==> src/rtl/sync_pkg.sv <==
// ---------------------------------------------------------------------------
// sync_pkg : shared state codes and timer width for the sync sequencer.
// Rev 1.0
// ---------------------------------------------------------------------------
`default_nettype none

package sync_pkg;

  localparam int TO_W_DEF = 16;

  localparam logic [2:0] ST_IDLE    = 3'd0;
  localparam logic [2:0] ST_SEARCH  = 3'd1;
  localparam logic [2:0] ST_FO_EST  = 3'd2;
  localparam logic [2:0] ST_FINE    = 3'd3;
  localparam logic [2:0] ST_DEMOD   = 3'd4;
  localparam logic [2:0] ST_HOLDOFF = 3'd5;

  // Coarse sync block is held out of clear for the whole acquisition chain.
  function automatic logic in_chain(input logic [2:0] st);
    return (st == ST_SEARCH) || (st == ST_FO_EST) ||
           (st == ST_FINE) || (st == ST_DEMOD);
  endfunction

endpackage

`default_nettype wire

==> src/rtl/sync_phase_timer.sv <==
// ---------------------------------------------------------------------------
// sync_phase_timer : saturating per-phase cycle counter with limit compare.
// Rev 1.0
// ---------------------------------------------------------------------------
`default_nettype none

module sync_phase_timer
  import sync_pkg::*;
#(
  parameter int TO_W = TO_W_DEF
) (
  input  logic            clk,
  input  logic            rst,
  input  logic            clear,
  input  logic [TO_W-1:0] limit,
  output logic [TO_W-1:0] count,
  output logic            at_limit
);

  always_ff @(posedge clk or negedge rst) begin
    if (!rst) begin
      count <= '0;
    end else if (clear) begin
      count <= '0;
    end else if (count != {TO_W{1'b1}}) begin
      count <= count + 1'b1;
    end
  end

  assign at_limit = (count == limit);

endmodule

`default_nettype wire

==> src/rtl/sync_sequencer.sv <==
// ---------------------------------------------------------------------------
// sync_sequencer : receiver acquisition FSM (search/FO/fine/demod/holdoff).
// rst is asynchronous active-low. Optional SYNC_STATS_EN adds frame/timeout
// statistics counters. Rev 1.0
// ---------------------------------------------------------------------------
`default_nettype none

module sync_sequencer
  import sync_pkg::*;
#(
  parameter int              TO_W      = TO_W_DEF,
  parameter logic [TO_W-1:0] SEARCH_TO = 16'd40000,
  parameter logic [TO_W-1:0] FO_TO     = 16'd256,
  parameter logic [TO_W-1:0] FINE_TO   = 16'd512,
  parameter logic [TO_W-1:0] HOLDOFF   = 16'd8
) (
  input  logic        clk,
  input  logic        rst,
  input  logic        rx_on,
  input  logic        coarse_det,
  input  logic        fo_done,
  input  logic        fine_done,
  input  logic        frame_end,
  output logic        cts_ena,
  output logic        cts_cyc,
  output logic        fo_ena,
  output logic        fine_ena,
  output logic        dem_ena,
  output logic [2:0]  sync_state,
  output logic        timeout
`ifdef SYNC_STATS_EN
  ,
  output logic [15:0] frames_ok,
  output logic [15:0] timeouts
`endif
);

  localparam logic [TO_W-1:0] HOLD_LAST = HOLDOFF - 1'b1;

  logic [2:0]      state;
  logic [2:0]      state_nx;
  logic            timeout_nx;
  logic [TO_W-1:0] limit;
  logic [TO_W-1:0] count;
  logic            at_limit;
  logic            clear;

  always_comb begin
    limit = {TO_W{1'b1}};
    case (state)
      ST_SEARCH:  limit = SEARCH_TO;
      ST_FO_EST:  limit = FO_TO;
      ST_FINE:    limit = FINE_TO;
      ST_HOLDOFF: limit = HOLD_LAST;
      default:    limit = {TO_W{1'b1}};
    endcase
  end

  // Priority: rx_on drop, then completion, then timeout.
  always_comb begin
    state_nx   = state;
    timeout_nx = 1'b0;
    if (state == ST_IDLE) begin
      if (rx_on) state_nx = ST_SEARCH;
    end else if (!rx_on && state != ST_HOLDOFF) begin
      state_nx = ST_HOLDOFF;
    end else begin
      case (state)
        ST_SEARCH: begin
          if (coarse_det)    state_nx = ST_FO_EST;
          else if (at_limit) begin state_nx = ST_HOLDOFF; timeout_nx = 1'b1; end
        end
        ST_FO_EST: begin
          if (fo_done)       state_nx = ST_FINE;
          else if (at_limit) begin state_nx = ST_HOLDOFF; timeout_nx = 1'b1; end
        end
        ST_FINE: begin
          if (fine_done)     state_nx = ST_DEMOD;
          else if (at_limit) begin state_nx = ST_HOLDOFF; timeout_nx = 1'b1; end
        end
        ST_DEMOD: begin
          if (frame_end)     state_nx = ST_HOLDOFF;
        end
        ST_HOLDOFF: begin
          if (at_limit)      state_nx = rx_on ? ST_SEARCH : ST_IDLE;
        end
        default:             state_nx = ST_HOLDOFF;
      endcase
    end
  end

  assign clear = (state_nx != state);

  sync_phase_timer #(.TO_W(TO_W)) u_timer (
    .clk      (clk),
    .rst      (rst),
    .clear    (clear),
    .limit    (limit),
    .count    (count),
    .at_limit (at_limit)
  );

  // timeout is registered, so its pulse lines up with the first HOLDOFF cycle.
  always_ff @(posedge clk or negedge rst) begin
    if (!rst) begin
      state   <= ST_IDLE;
      timeout <= 1'b0;
    end else begin
      state   <= state_nx;
      timeout <= timeout_nx;
    end
  end

  assign sync_state = state;
  assign cts_ena    = (state == ST_SEARCH);
  assign cts_cyc    = in_chain(state);
  assign fo_ena     = (state == ST_FO_EST);
  assign fine_ena   = (state == ST_FINE);
  assign dem_ena    = (state == ST_DEMOD);

`ifdef SYNC_STATS_EN
  logic frame_good;
  assign frame_good = (state == ST_DEMOD) && (state_nx == ST_HOLDOFF) && rx_on && frame_end;

  always_ff @(posedge clk or negedge rst) begin
    if (!rst) begin
      frames_ok <= '0;
      timeouts  <= '0;
    end else begin
      if (frame_good && frames_ok != 16'hFFFF) frames_ok <= frames_ok + 16'd1;
      if (timeout_nx && timeouts != 16'hFFFF)  timeouts  <= timeouts + 16'd1;
    end
  end
`endif

endmodule

`default_nettype wire

==> config.mk <==
export PLATFORM = sky130hd
export DESIGN_NAME = sync_sequencer
export DESIGN_NICKNAME = d
export VERILOG_FILES = /design/src/rtl/sync_pkg.sv /design/src/rtl/sync_phase_timer.sv /design/src/rtl/sync_sequencer.sv
export SDC_FILE = /design/constraint.sdc
export NUM_CORES = 1
export LEC_CHECK = 0
export ABC_AREA = 0
export BUFFER_PORTS_ARGS = -buffer_cell sky130_fd_sc_hd__clkbuf_2
export CORE_UTILIZATION = 29
export CTS_BUF_LIST = sky130_fd_sc_hd__clkbuf_8 sky130_fd_sc_hd__clkbuf_16
export DETAILED_ROUTE_END_ITERATION = 10
export PLACE_DENSITY = 0.5
export SLEW_MARGIN = 20
export SYNTH_ARGS = -nofsm -noshare
export SYNTH_HDL_FRONTEND = slang
export SYNTH_HIERARCHICAL = 1
export SYNTH_SLANG_ARGS = --single-unit
export TNS_END_PERCENT = 20
==> constraint.sdc <==
create_clock -name clk -period 4 [get_ports clk]
set_input_delay 0.8 -clock clk [delete_from_list [all_inputs] [get_ports clk]]
set_output_delay 0.8 -clock clk [all_outputs]
set_load 0.01 [all_outputs]
==> results.txt <==
----------------------------------------------------
[Timing]
  Setup TNS ... 0 ns
  Final number of hold-violating endpoints ... 0
  Max Fclk ... 292 MHz
  Fin crit share ... 0.855
  Slew HR ... 0.459
  Worst-Margin Slew ... 0.803 ns
  Count of final setup violators ... 0
  Max-slew violation total from the final report ... 0
  Setup repair after global routing missed its margin ... no
  Clock period minus final worst setup slack ... 3.42 ns
  Final setup skew ... 0.00521 ns

[Setup path]
  Critical path depth ... 13
  End of the worst register-to-register path ... u_timer/count[9]$_DFFE_PN0P_
  Slowest library cell on the worst path ... sky130_fd_sc_hd__o21ai_0
  Launching element type of the critical path ... flop
  Startpoint of the most critical register-to-register path ... sync_state[1]$_DFF_PN0_
  Maximum net fanout on the critical path ... 10
  Required time at the endpoint of the critical path ... 4.16 ns
  Bufs and invs on worst path ... 2
  Setup CP Type ... reg -> reg
  Largest stage delay on the critical path ... 0.65 ns
  Crit path capture type ... flop
  Worst Path Arrival ... 3.58 ns
  Slack of the worst reg-to-reg path ... 0.58 ns
  Critical Path, Cell by Cell ... nand2b_1 > o21ai_0 > xnor2_1 > nand4_1 > nor4_1 > buf_4 > nor2_1 > o311a_1 > o31a_1 > nand4_1 > buf_4 > nor2_1 > mux2_1
  Worst r2r path cells ... 13
  Family with the most delay on the worst path ... compound AO/OA/AOI/OAI gates

[Die]
  Die width ... 77.8 um
  Core footprint ... 5510 um2
  Initial Utilization ... 0.303
  IO Pins ... 16
  Die Y-Extent ... 77.8 um
  Area of the die ... 6050 um2
  FP Rows ... 27

[Drt]
  Average via count per standard cell ... 5.29
  DR DRC count ... 0
  Detailed router's first-iteration violation count ... 51
  Vias after detailed routing ... 1,514
  Count of TritonRoute iterations in the first routing pass ... 4
  DRT antenna net count ... 0
  Wire length after detailed routing ... 4080 um
  Routed wirelength normalized by instance count ... 14.2 um

[Clocking]
  Hold buffer count at cts ... 0
  Root buffer cell ... sky130_fd_sc_hd__clkbuf_8
  Clk sink count ... 20
  Total CTS buffers ... 3
  Clock transition at the registers of the reported paths ... 0.08 ns
  Maximum number of buffers from clock root to sink ... 2
  TritonCTS clock tree ... yes
  Number of resized instances in the post-cts repair step ... 0
  Setup fix buffers added after clock tree synthesis ... 0
  H-tree levels ... 1
  Insertion delay of the later-clocked pin in the worst-skew pair ... 0.26 ns

[Synthesis]
  Post-synth EDFFs ... 0
  Synth top cells by count ... sky130_fd_sc_hd__dfrtp_1, sky130_fd_sc_hd__nor2_1, sky130_fd_sc_hd__nand2_1, sky130_fd_sc_hd__xnor2_1, sky130_fd_sc_hd__a21oi_1
  Synthesis Warnings ... 6
  Net Count, Synth ... 213
  Flip-flop and latch count after synthesis ... 20
  Syn Std Cell Area ... 1670 um2
  Sequential-to-total area share from yosys stat ... 0.300
  Synth area leader ... sky130_fd_sc_hd__dfrtp_1
  Fraction of synthesis flops using an asynchronous set or reset pin ... 1.00
  Cells after Synth ... 204
  Share of the synthesized area in the top cell type ... 0.300
  Average cell area after synthesis ... 8.17 um2
  Most instantiated flip-flop cell in the synthesis netlist ... sky130_fd_sc_hd__dfrtp_1
  Area contributors post-synth ... sky130_fd_sc_hd__dfrtp_1, sky130_fd_sc_hd__xnor2_1, sky130_fd_sc_hd__nor2_1
  Unique masters post-synth ... 50

[Run]
  Number of maximum-capacitance violations ... 0

[Cells and area]
  Antenna diode instance count ... 0
  Area growth from synthesis to layout ... 11.3%
  Number of filler instances in the final layout ... 571
  Layout cells sized above 1 ... 0.150
  Fin cells ... 286
  Number of nets in the finished design ... 224

[Power]
  Clock Power Share ... 0.164
  Worst IR drop on VDD ... 0.269 mV
  Portion of total power attributed to sequential cells ... 0.277
  Overall power of the completed layout ... 976 uW
  Comb power frac ... 0.559
  Fraction of power spent switching nets ... 0.440
  Power density relative to cell area ... 526 nW/um2
  LEAKAGE ... 0.763 nW
  Cell-internal power ... 547 uW
  Switch Pwr ... 429 uW

[Global route]
  Initial antenna violation count ... 0
  Pin count of the biggest net entering global routing ... 22
  Overflow left after global routing ... 0
  Total global-route track usage ... 0.144
  Number of global-route vias before repair ... 1,366
  Wire length of the first global-routing pass ... 6960 um

[Outcome]
  Outcome ... finished, final reports clean

[Min path]
  Hold crit path type ... in -> async

[Place]
  Dpl cells ... 282
  Final HPWL from detailed placement ... 2960 um
  Placer's final routability congestion estimate ... 0.879
  I/O Buffers ... 15

----------------------------------------------------
-- worst max-delay path by stage --
stage	start	endpoint	slack, ns
2_1_floorplan	sync_state[1]$_DFF_PN0_	u_timer/count[0]$_DFFE_PN0P_	0.42
3_3_place_gp	sync_state[0]$_DFF_PN0_	u_timer/count[9]$_DFFE_PN0P_	0.61
3_5_place_dp	sync_state[1]$_DFF_PN0_	u_timer/count[9]$_DFFE_PN0P_	0.58
4_1_cts	sync_state[1]$_DFF_PN0_	u_timer/count[9]$_DFFE_PN0P_	0.57
5_1_grt	sync_state[1]$_DFF_PN0_	u_timer/count[9]$_DFFE_PN0P_	0.29
6_report	sync_state[1]$_DFF_PN0_	u_timer/count[9]$_DFFE_PN0P_	0.58
-- kinds of logic after synthesis --
group,count (synthesis),synth area share
xor+xnor,20,0.105
flops,20,0.300
compound gates,40,0.152
buf+inv,21,0.0593
fa+ha+maj,2,0.0150
simple gates,96,0.337
mux,5,0.0308
-- flip-flops by register name, summed over array words and instances (netlist names) --
name	cells
timeout	1
u_timer/count	16
sync_state	3
-- cell usage in the layout, fill, tap and decap left out, types with 3 or more instances in the layout --
cell,n
sky130_fd_sc_hd__nor2_1,20
sky130_fd_sc_hd__dfrtp_1,20
sky130_fd_sc_hd__nand2_1,17
sky130_fd_sc_hd__xnor2_1,17
sky130_fd_sc_hd__clkbuf_2,15
sky130_fd_sc_hd__a21oi_1,12
sky130_fd_sc_hd__nand2b_1,9
sky130_fd_sc_hd__nand4_1,9
sky130_fd_sc_hd__nor3_1,7
sky130_fd_sc_hd__o21ai_0,7
sky130_fd_sc_hd__inv_1,6
sky130_fd_sc_hd__buf_4,6
sky130_fd_sc_hd__mux2i_1,4
sky130_fd_sc_hd__clkbuf_8,4
sky130_fd_sc_hd__nor4_1,4
sky130_fd_sc_hd__nand3_1,4
sky130_fd_sc_hd__nor2b_1,3
sky130_fd_sc_hd__and2_1,3
sky130_fd_sc_hd__o2111ai_1,3
sky130_fd_sc_hd__nor3b_1,3
sky130_fd_sc_hd__xor2_1,3
sky130_fd_sc_hd__o31ai_1,3
sky130_fd_sc_hd__or4_1,3
-- worst register-to-register path, cell delays in order (launching register included) --
cell	delay (ns)
sky130_fd_sc_hd__dfrtp_1	0.40
sky130_fd_sc_hd__nand2b_1	0.19
sky130_fd_sc_hd__o21ai_0	0.65
sky130_fd_sc_hd__xnor2_1	0.20
sky130_fd_sc_hd__nand4_1	0.13
sky130_fd_sc_hd__nor4_1	0.29
sky130_fd_sc_hd__buf_4	0.21
sky130_fd_sc_hd__nor2_1	0.06
sky130_fd_sc_hd__o311a_1	0.31
sky130_fd_sc_hd__o31a_1	0.28
sky130_fd_sc_hd__nand4_1	0.07
sky130_fd_sc_hd__buf_4	0.17
sky130_fd_sc_hd__nor2_1	0.06
sky130_fd_sc_hd__mux2_1	0.28
-- metal layers --
| metal | up-vias | GRT usage | share of wire |
|---|---|---|---|
| met2 | 40 | 0.211 | 0.44 |
| met1 | 718 | 0.217 | 0.52 |
| met5 | - | 0 | 0 |
| met4 | 0 | 0.0509 | 0.012 |
| li1 | 752 | - | - |
| met3 | 4 | 0.0141 | 0.035 |
-- area by class of cell --
type / instances / area (um2) / share of cell area
repair buffers: 21 / 120 / 0.0647
inverters: 6 / 22.5 / 0.0121
flip-flops and latches: 20 / 500 / 0.270
well taps: 72 / 90.1 / 0.0486
multi-input cells: 163 / 1070 / 0.575
clock buffers: 4 / 55.1 / 0.0297
-- power by group through the flow --
| stage | combinational [mW] | sequential [mW] | clock [mW] |
|---|---|---|---|
| floorplan | 0.415 | 0.256 | 0 |
| global placement | 0.550 | 0.274 | 0 |
| detailed placement | 0.541 | 0.274 | 0 |
| CTS | 0.544 | 0.270 | 0.165 |
| global route | 0.608 | 0.275 | 0.171 |
| finish | 0.546 | 0.270 | 0.160 |
-- metrics by stage --
| stage | cell area (um2) | setup WS [ns] | hold slack [ns] | utilization |
|---|---|---|---|---|
| 4_1_cts | 1860 | 0.569 | 0.528 | 0.337 |
| 3_3_place_gp | 1800 | 0.606 | 0.604 | 0.327 |
| 2_1_floorplan | 1670 | 0.418 | 0.504 | - |
| 5_1_grt | 1860 | 0.288 | 0.544 | 0.337 |
| 6_report | 1860 | 0.579 | 0.497 | 0.337 |
| 3_5_place_dp | 1800 | 0.584 | 0.591 | 0.327 |
Power figures use the tool's default switching activity.
